--- src/rtl/bcd_clock_counter_if.sv ---
// bcd_clock_counter_if: request/response bundle between the time counter and its neighbours
interface bcd_clock_counter_if #(parameter int W = 16);
    logic         advance;
    logic         loadTime;
    logic [W-1:0] setData;
    logic         incHour;
    logic         incMin;
    logic         mode12;
    logic [W-1:0] timeData;
    logic [W-1:0] dispData;
    logic         pm;
    logic         dayTick;
    logic         loadErr;
    modport master (
        output advance, loadTime, setData, incHour, incMin, mode12,
        input  timeData, dispData, pm, dayTick, loadErr
    );
    modport slave (
        input  advance, loadTime, setData, incHour, incMin, mode12,
        output timeData, dispData, pm, dayTick, loadErr
    );
endinterface

--- src/rtl/bcd_clock_counter.sv ---
// bcd_clock_counter: packed-BCD time-of-day counter with load, button increments and 12/24 h display
module bcd_clock_counter #(
    parameter bit                                 SECONDS_EN = 0,
    parameter logic [(SECONDS_EN ? 24 : 16)-1:0] RESET_TIME = '0
) (
    input logic                clk,
    input logic                rst_n,
    bcd_clock_counter_if.slave bus
);
    localparam int W = SECONDS_EN ? 24 : 16;
    localparam int H = W - 8;
    localparam int M = W - 16;

    function automatic logic [7:0] inc_bcd(input logic [7:0] v, input logic [7:0] top);
        return (v == top) ? 8'h00 :
               (v[3:0] == 4'd9) ? {v[7:4] + 4'd1, 4'd0} : {v[7:4], v[3:0] + 4'd1};
    endfunction

    function automatic logic ok60(input logic [7:0] v);
        return (v[7:4] <= 4'd5) && (v[3:0] <= 4'd9);
    endfunction

    function automatic logic ok24(input logic [7:0] v);
        return ((v[7:4] < 4'd2) && (v[3:0] <= 4'd9)) || ((v[7:4] == 4'd2) && (v[3:0] <= 4'd3));
    endfunction

    // 13..23 map to 01..11 digit by digit; 20/21 borrow across the tens digit
    function automatic logic [7:0] hr12(input logic [7:0] h);
        return (h == 8'h00) ? 8'h12 :
               (h <= 8'h12) ? h :
               (h[7:4] == 4'd1) ? {4'd0, h[3:0] - 4'd2} :
               (h[3:0] < 4'd2) ? {4'd0, h[3:0] + 4'd8} : {4'd1, h[3:0] - 4'd2};
    endfunction

    logic [W-1:0] time_q, disp_q, nxt, disp_n;
    logic         pm_q, day_q, err_q, pm_n, day_n, err_n;
    logic         sec_c, min_c, load_ok;

    // seconds field only exists when enabled; otherwise every advance is a minute carry
    assign sec_c   = SECONDS_EN ? (time_q[7:0] == 8'h59) : 1'b1;
    assign min_c   = sec_c && (time_q[M +: 8] == 8'h59);
    assign load_ok = ok24(bus.setData[H +: 8]) && ok60(bus.setData[M +: 8]) &&
                     (!SECONDS_EN || ok60(bus.setData[7:0]));

    // next time by priority: load, then button increments, then tick
    always_comb begin
        nxt   = time_q;
        day_n = 1'b0;
        err_n = 1'b0;
        if (bus.loadTime) begin
            nxt   = load_ok ? bus.setData : time_q;
            err_n = !load_ok;
        end else if (bus.incHour || bus.incMin) begin
            if (bus.incHour) nxt[H +: 8] = inc_bcd(time_q[H +: 8], 8'h23);
            if (bus.incMin) nxt[M +: 8] = inc_bcd(time_q[M +: 8], 8'h59);
            if (bus.incMin && SECONDS_EN) nxt[7:0] = 8'h00;
        end else if (bus.advance) begin
            if (SECONDS_EN) nxt[7:0] = inc_bcd(time_q[7:0], 8'h59);
            nxt[M +: 8] = sec_c ? inc_bcd(time_q[M +: 8], 8'h59) : time_q[M +: 8];
            nxt[H +: 8] = min_c ? inc_bcd(time_q[H +: 8], 8'h23) : time_q[H +: 8];
            day_n       = min_c && (time_q[H +: 8] == 8'h23);
        end
    end

    // display word follows the next-state time so it lines up with timeData
    always_comb begin
        disp_n = nxt;
        if (bus.mode12) disp_n[H +: 8] = hr12(nxt[H +: 8]);
        pm_n = bus.mode12 && (nxt[H +: 8] >= 8'h12);
    end

    // all outputs registered; reset shows RESET_TIME in 24 h form
    always_ff @(posedge clk or negedge rst_n) begin
        if (!rst_n) begin
            time_q <= RESET_TIME;
            disp_q <= RESET_TIME;
            pm_q   <= 1'b0;
            day_q  <= 1'b0;
            err_q  <= 1'b0;
        end else begin
            time_q <= nxt;
            disp_q <= disp_n;
            pm_q   <= pm_n;
            day_q  <= day_n;
            err_q  <= err_n;
        end
    end

    assign bus.timeData = time_q;
    assign bus.dispData = disp_q;
    assign bus.pm       = pm_q;
    assign bus.dayTick  = day_q;
    assign bus.loadErr  = err_q;
endmodule

--- src/flat_wrapper.sv ---
// flat-port wrapper written by rule: the top's interface ports become plain ports
module bcd_clock_counter_flat 
#(
    parameter bit                                 SECONDS_EN = 0,
    parameter logic [(SECONDS_EN ? 24 : 16)-1:0] RESET_TIME = '0
)
  (clk, rst_n, bus_advance, bus_loadTime, bus_setData, bus_incHour, bus_incMin, bus_mode12, bus_timeData, bus_dispData, bus_pm, bus_dayTick, bus_loadErr);
  bcd_clock_counter_if #(.W(16)) bus_i ();
  input logic clk;
  input logic rst_n;
  input wire logic [$bits(bus_i.advance)-1:0] bus_advance;
  input wire logic [$bits(bus_i.loadTime)-1:0] bus_loadTime;
  input wire logic [$bits(bus_i.setData)-1:0] bus_setData;
  input wire logic [$bits(bus_i.incHour)-1:0] bus_incHour;
  input wire logic [$bits(bus_i.incMin)-1:0] bus_incMin;
  input wire logic [$bits(bus_i.mode12)-1:0] bus_mode12;
  output wire logic [$bits(bus_i.timeData)-1:0] bus_timeData;
  output wire logic [$bits(bus_i.dispData)-1:0] bus_dispData;
  output wire logic [$bits(bus_i.pm)-1:0] bus_pm;
  output wire logic [$bits(bus_i.dayTick)-1:0] bus_dayTick;
  output wire logic [$bits(bus_i.loadErr)-1:0] bus_loadErr;
  assign bus_i.advance = bus_advance;
  assign bus_i.loadTime = bus_loadTime;
  assign bus_i.setData = bus_setData;
  assign bus_i.incHour = bus_incHour;
  assign bus_i.incMin = bus_incMin;
  assign bus_i.mode12 = bus_mode12;
  assign bus_timeData = bus_i.timeData;
  assign bus_dispData = bus_i.dispData;
  assign bus_pm = bus_i.pm;
  assign bus_dayTick = bus_i.dayTick;
  assign bus_loadErr = bus_i.loadErr;
  bcd_clock_counter #(.SECONDS_EN(SECONDS_EN), .RESET_TIME(RESET_TIME)) u_core (.clk(clk), .rst_n(rst_n), .bus(bus_i));
endmodule
--- config.mk ---
export PLATFORM = sky130hd
export DESIGN_NAME = bcd_clock_counter_flat
export DESIGN_NICKNAME = d
export VERILOG_FILES = /design/src/rtl/bcd_clock_counter_if.sv /design/src/rtl/bcd_clock_counter.sv /design/src/flat_wrapper.sv
export SDC_FILE = /design/constraint.sdc
export NUM_CORES = 1
export LEC_CHECK = 0
export BUFFER_PORTS_ARGS = -buffer_cell sky130_fd_sc_hd__buf_2
export CAP_MARGIN = 0
export CORE_MARGIN = 10
export CORE_UTILIZATION = 51
export DETAILED_ROUTE_END_ITERATION = 8
export HOLD_SLACK_MARGIN = 0.05
export PLACE_DENSITY_LB_ADDON = 0.08
export SKIP_CTS_REPAIR_TIMING = 1
export SLEW_MARGIN = 40
export SYNTH_ARGS = -nofsm -noshare
export SYNTH_HDL_FRONTEND = slang
export SYNTH_SLANG_ARGS = --single-unit
export TNS_END_PERCENT = 30
--- constraint.sdc ---
create_clock -name clk -period 2.88 [get_ports clk]
set_input_delay 0 -clock clk [delete_from_list [all_inputs] [get_ports clk]]
set_output_delay 0 -clock clk [all_outputs]
set_load 0.02 [all_outputs]
==> results of run 1 <==
==> path summary, 6_finish.rpt <==
check | start | endpoint | slack [ns] | depth (start not counted)
setup / recovery | u_core.bus.timeData[13]$_DFF_PN0_ | u_core.bus.dispData[9]$_DFF_PN0_ | 0.11 | 8
hold / removal | bus_advance | u_core.bus.dayTick$_DFF_PN0_ | 0.07 | 3
setup reg to reg | u_core.bus.timeData[13]$_DFF_PN0_ | u_core.bus.dispData[9]$_DFF_PN0_ | 0.11 | 8
hold reg to reg | u_core.bus.timeData[7]$_DFFE_PN0P_ | u_core.bus.timeData[7]$_DFFE_PN0P_ | 0.57 | 1
max in group asynchronous | rst_n | u_core.bus.timeData[12]$_DFF_PN0_ | 2.25 | 2
min in group asynchronous | rst_n | u_core.bus.timeData[2]$_DFFE_PN0P_ | 0.18 | 2
==> metrics by stage <==
stage	instance area [um2]	setup slack [ns]	cells
3_5_place_dp	2059	0.04859	276
5_1_grt	2235	0.01987	294
3_3_place_gp	2059	0.1574	276
2_1_floorplan	1783	0.2883	182
4_1_cts	2090	0.02821	280
6_report	2237	0.1113	295
==> registers in the layout, indices dropped and copies added (netlist names) <==
signal / count
u_core.bus.dispData: 8
u_core.bus.timeData: 16
u_core.bus.loadErr: 1
u_core.bus.dayTick: 1
u_core.bus.pm: 1
==> layout by cell type, fill, tap and decap left out, drive strengths merged, types with 2 or more instances in the layout <==
cell type and count:
a211oi 4, nor3 3, a221oi 4, dlygate4sd3 13
a221o 7, a21oi 5, nor3b 2, mux2i 2
or2 3, nand3 5, nand2 16, nor2 15
and3 4, and3b 2, ha 8, inv 14
buf 60, nor2b 4, dfrtp 27, and2 3
o2111ai 2, nor4 3, clkbuf 3, o22ai 2
a31oi 3, o21ai 13
==> worst max-delay path, cell delays in order, from the launching register on <==
cell and delay (ns):
dfrtp_1 0.50, ha_1 0.20, or4b_4 0.48, o21ai_2 0.22, a21boi_0 0.14, o2bb2ai_1 0.19, nor4_4 0.45, a21oi_2 0.14
a221o_1 0.36
==> cell type report <==
cell class | count | area share
multi-input combinational | 129 | 0.4357
sequential | 27 | 0.3026
timing repair buffer | 73 | 0.1957
inverter | 15 | 0.02573
tap | 46 | 0.02573
clock buffer | 3 | 0.01007
clock inverter | 1 | 0.003356
antenna | 1 | 0.001119
==> logic make-up (layout without fill, tap and decap cells) <==
| family | count (synthesis) | in the layout |
|---|---|---|
| AOI/OAI and AO/OA | 52 | 52 |
| adders and majority gates | 8 | 8 |
| buffers and inverters | 26 | 92 |
| DFF | 27 | 27 |
| muxes | 3 | 3 |
| other | 0 | 1 |
| and+or+nand+nor | 66 | 66 |
==> where the power goes <==
group	internal [mW]	switching [mW]	leakage, nW
sequential	0.471	0.0941	0.346
clock	0.0533	0.123	0.0140
combinational	0.283	0.459	0.717
==> per-layer routing <==
layer	up-vias	global-route usage
met5	-	0
li1	800	-
met1	794	0.1558
met3	16	0.04279
met4	0	0.06810
met2	57	0.2838
==> metrics.txt, run 1 <==
Hold Vio Cnt, Final=0; wire length per cell=17.33 um; leading register cell type out of synthesis=dfrtp_1; met3 WL=328 um; min cycle time layout=2.769 ns; Initial Utilization=0.5301; Distinct cells, synth=62; Synth top area share=0.3789; fin. max-slew vios=0; Crit. End Element=flop; clk_lat worst skew=0.34 ns; DRC=0; Top Metal Used=met4; clk root buf=clkbuf_4; fmax=361.2 MHz; Worst Path Arrival=3.00 ns; global route overflow=0; Post-Synthesis Cells=182; Critical Path RT=3.12 ns; post-layout util=0.6652; First-pass DRT Iterations=4; clk sinks=27; unrepaired setup endpoints after global routing=no; layout cell share with drive strength beyond 1=0.3710; VDD IR max=384.9 uV; total wire length=5.113 mm; Post-Synth Adder-Cell Area=0.05614; Crit Path Category=reg2reg; Fin Setup TNS=0 ns; EDFF count, synth=0; area leader, netlist=dfrtp_1; num ports=58; final setup skew=0.01204 ns; FP Rows=21; Post-layout nets=280; largest family of logic cells by synthesized area=compound AO/OA/AOI/OAI gates; Compound-Gate Fraction of Synth Area=0.2477; 1st-iter DRT viols=56; Async SR Flop Fraction=1.000; top cells by area, synth=dfrtp_1 38%, ha_1 5.6%, a221o_1 3.9%; RD Place Congestion=0.9891; Yosys Warn Count=0; Slew HR=0.5855; first-pass GRT wire length=7.872 mm; post-synthesis mux area share=0.01754; status=complete, no violations; Layout Area Growth over Synthesis=25.47%; Post-synth top cells=27 x dfrtp_1, 15 x nand2_1, 13 x nor2_1; Mapped Area=1783 um2; Chip Height=79.13 um; net count after synthesis=213; fin crit share=0.9614; Seq cells post-synth=27; Core Area=3363 um2; CTS Buf Count=3; Filler cells=280; Post-Synth Simple-Gate Area=0.2218; average size of a mapped cell=9.796 um2; setup violators final=0; crit start category=flop; count leader, synth=dfrtp_1; Max FO, Critical Path=6; largest net degree at the start of global routing=28; vias per cell=5.651; Multi-input gate area=974.7 um2; Pleak=1.077 nW; met1 wire length=1.970 mm; XOR/XNOR Fraction of Synth Area=0; die area=6261 um2; initial antenna violation count=0; Worst-Margin Slew=0.6217 ns; worst min path class=in2reg; register area share after synthesis=0.3789; post-route ant nets=0; CTS tree=built; Port Buf Inserts=57; Die X-Extent=79.13 um; routed wl met2=2.677 mm; Total GRT Usage=0.1533; # H-tree levels=1; Clock Tree Buf Depth=2; Vias=1667; max cap viols=0; DP Wirelength=3.966 mm; total power draw=1.484 mW; FF+latch area=676.9 um2; PD cells=663.3 nW/um2; Worst-path clk slew=0.16 ns; vias in the first global route=1687; worst hold slack=0.07186 ns
Note: power is estimated with default switching activity, not from simulation.
==> run 2, diff against run 1 <==
--- a/config.mk
+++ b/config.mk
@@ -7,8 +7,10 @@
 export LEC_CHECK = 0
 export BUFFER_PORTS_ARGS = -buffer_cell sky130_fd_sc_hd__buf_2
 export CAP_MARGIN = 0
+export CELL_PAD_IN_SITES_DETAIL_PLACEMENT = 0
+export CELL_PAD_IN_SITES_GLOBAL_PLACEMENT = 2
 export CORE_MARGIN = 10
-export CORE_UTILIZATION = 51
+export CORE_UTILIZATION = 30
 export DETAILED_ROUTE_END_ITERATION = 8
 export HOLD_SLACK_MARGIN = 0.05
 export PLACE_DENSITY_LB_ADDON = 0.08
==> constraint.sdc (replaced) <==
create_clock -name clk -period 2.7 [get_ports clk]
set_input_delay 0 -clock clk [delete_from_list [all_inputs] [get_ports clk]]
set_output_delay 0 -clock clk [all_outputs]
set_load 0.02 [all_outputs]
==> run 2 against run 1 <==
Sequential share of layout area down 1.8 points. Cell count rose by 13%. Register-to-register slack better by 0.02 ns. Combinational power up 27%. Worst setup slack gained 0.025 ns. Core utilization decreased by 26 points. Clock skew decreased by 0.0098 ns. Clock power up 44%. Cell area rose by 6.2%. Critical endpoint unchanged. Largest power group unchanged.
==> metrics.txt, run 2 (same netlist as run 1, synthesis figures left out) <==
status=complete, no violations; most frequent cells in the layout=57 x buf_2, 27 x dfrtp_1, 16 x buf_4; CTS Buf Count=3 (unchanged); Hold Vio Cnt, Final=0 (unchanged); crit start category=flop; Clk pwr share=0.144 (+0.025); CTS tree=built; First-pass DRT Iterations=4 (unchanged); initial antenna violation count=0 (unchanged); first-pass GRT wire length=9.432 mm (+20%); fmax=390.0 MHz (+8.0%); final setup skew=0.002216 ns (-0.009824 ns); clk root buf=clkbuf_8; Chip Height=97.09 um (+23%); 1st-iter DRT viols=54 (-3.6%); fin crit share=0.9497 (-0.01167); Combinational Power Share=0.534 (+0.034); DP Wirelength=4.619 mm (+16%); Max FO, Critical Path=5 (-1); total wire length=5.747 mm (+12%); Vias=1694 (+1.6%); Clock Tree Buf Depth=2 (unchanged); commonest non-fill, non-tap cell in the layout=buf_2; Cell Count, Final, Fillers Out=332 (+13%); largest net degree at the start of global routing=28 (unchanged); global route overflow=0 (unchanged); dpl cells=318 (+15%); vias in the first global route=1848 (+9.5%); # H-tree levels=1 (unchanged); RD Place Congestion=0.7936 (-20%); FP Rows=28 (+33%); max FFs per register=16 (unchanged); sequential share of power=0.322 (-0.059); clk_lat worst skew=0.29 ns (-0.05 ns); Worst-path clk slew=0.10 ns (-0.06 ns); PD cells=743.1 nW/um2 (+12%); max cap viols=0 (unchanged); setup violators final=0 (unchanged); unrepaired setup endpoints after global routing=yes; internal power=0.9879 mW (+22%); switching share of power=0.4402 (-0.01566); Worst Path Arrival=2.75 ns (-0.25 ns); Core Area=5851 um2 (+74%); ANT cells=0 (-1); Initial Utilization=0.3047 (-0.2254); total power draw=1.765 mW (+19%); Crit. End Element=flop; wire length per cell=17.31 um (-0.13%); min cycle time layout=2.564 ns (-0.2045 ns); Total GRT Usage=0.1211 (-0.03215); Post-layout nets=289 (+3.2%); Psw=0.7769 mW (+15%); Slew HR=0.5622 (-0.02333); Layout Area Growth over Synthesis=33.19%; clk sinks=27 (unchanged); Pleak=1.140 nW (+5.8%); die area=9426 um2 (+51%); Filler cells=607 (+120%); post-route ant nets=0 (unchanged); layout cell share with drive strength beyond 1=0.4086 (+0.03759); Die X-Extent=97.09 um (+23%); worst min path class=in2reg; vias per cell=5.102 (-9.7%); fin. max-slew vios=0 (unchanged); Worst-Margin Slew=0.6567 ns (+0.03500 ns); Critical Path RT=2.88 ns (-0.24 ns); Crit Path Category=reg2reg; VDD IR max=350.6 uV (-8.9%); DRC=0 (unchanged); Port Buf Inserts=57 (unchanged); num ports=58 (unchanged)
==> run 2: metal layers <==
metal  part of all wire  up-vias  global-route usage
met5                  0        -                   0
met4             0.0090        0             0.03519
met3              0.051        6             0.02632
met2               0.53       40              0.2279
met1               0.41      830              0.1309
li1                   -      818                   -
==> run 2: worst paths after layout <==
kind	startpoint	to	slack, ns	cells past startpoint
hold / removal	bus_incHour	u_core.bus.dayTick$_DFF_PN0_	0.04	3
max in group asynchronous	rst_n	u_core.bus.timeData[11]$_DFF_PN0_	2.01	2
setup / recovery	u_core.bus.timeData[1]$_DFFE_PN0P_	u_core.bus.dispData[9]$_DFF_PN0_	0.14	9
hold reg to reg	u_core.bus.timeData[7]$_DFFE_PN0P_	u_core.bus.timeData[7]$_DFFE_PN0P_	0.56	1
min in group asynchronous	rst_n	u_core.bus.timeData[2]$_DFFE_PN0P_	0.27	2
setup reg to reg	u_core.bus.timeData[1]$_DFFE_PN0P_	u_core.bus.dispData[9]$_DFF_PN0_	0.14	9
==> run 2: metrics by stage <==
step | cell area [um2] | setup TNS [ns] | utilization | setup slack, ns | hold WS [ns]
after CTS | 2242 | 0 | 0.3832 | 0.08736 | -0.2524
after global placement | 2193 | 0 | 0.3749 | 0.1226 | 0.05887
after floorplan | 1783 | 0 | - | 0.1083 | -0.2956
after detailed placement | 2193 | 0 | 0.3749 | 0.09166 | 0.07120
final | 2375 | 0 | 0.4059 | 0.1358 | 0.03846
after global routing | 2375 | -0.006138 | 0.4059 | -0.006138 | 0.05330
==> run 2: final cells by class <==
type                    instances  area (um2)  area share
clock inverters                 1       7.507    0.003161
well taps                      75       93.84     0.03952
clock buffers                   3       41.29     0.01739
inverters                      15       57.56     0.02424
multi-input cells             129        1003      0.4225
flip-flops and latches         27       675.6      0.2845
repair buffers                 82       495.5      0.2086
==> run 2: power groups by stage <==
stage                     clock, mW  sequential [mW]  combinational [mW]
after floorplan                   0            0.730               0.408
after global placement            0            0.578               0.902
after detailed placement          0            0.578               0.912
after CTS                     0.266            0.570               0.916
after global routing          0.279            0.583                1.03
final                         0.255            0.568               0.942
==> run 2: critical path: stages, from the launching register on <==
cell,delay [ns]
dfrtp_1,0.43
inv_1,0.09
ha_1,0.13
and3b_1,0.24
a31oi_2,0.18
nor2_2,0.30
a211oi_2,0.17
nor4_4,0.43
a21oi_2,0.12
a221o_1,0.36
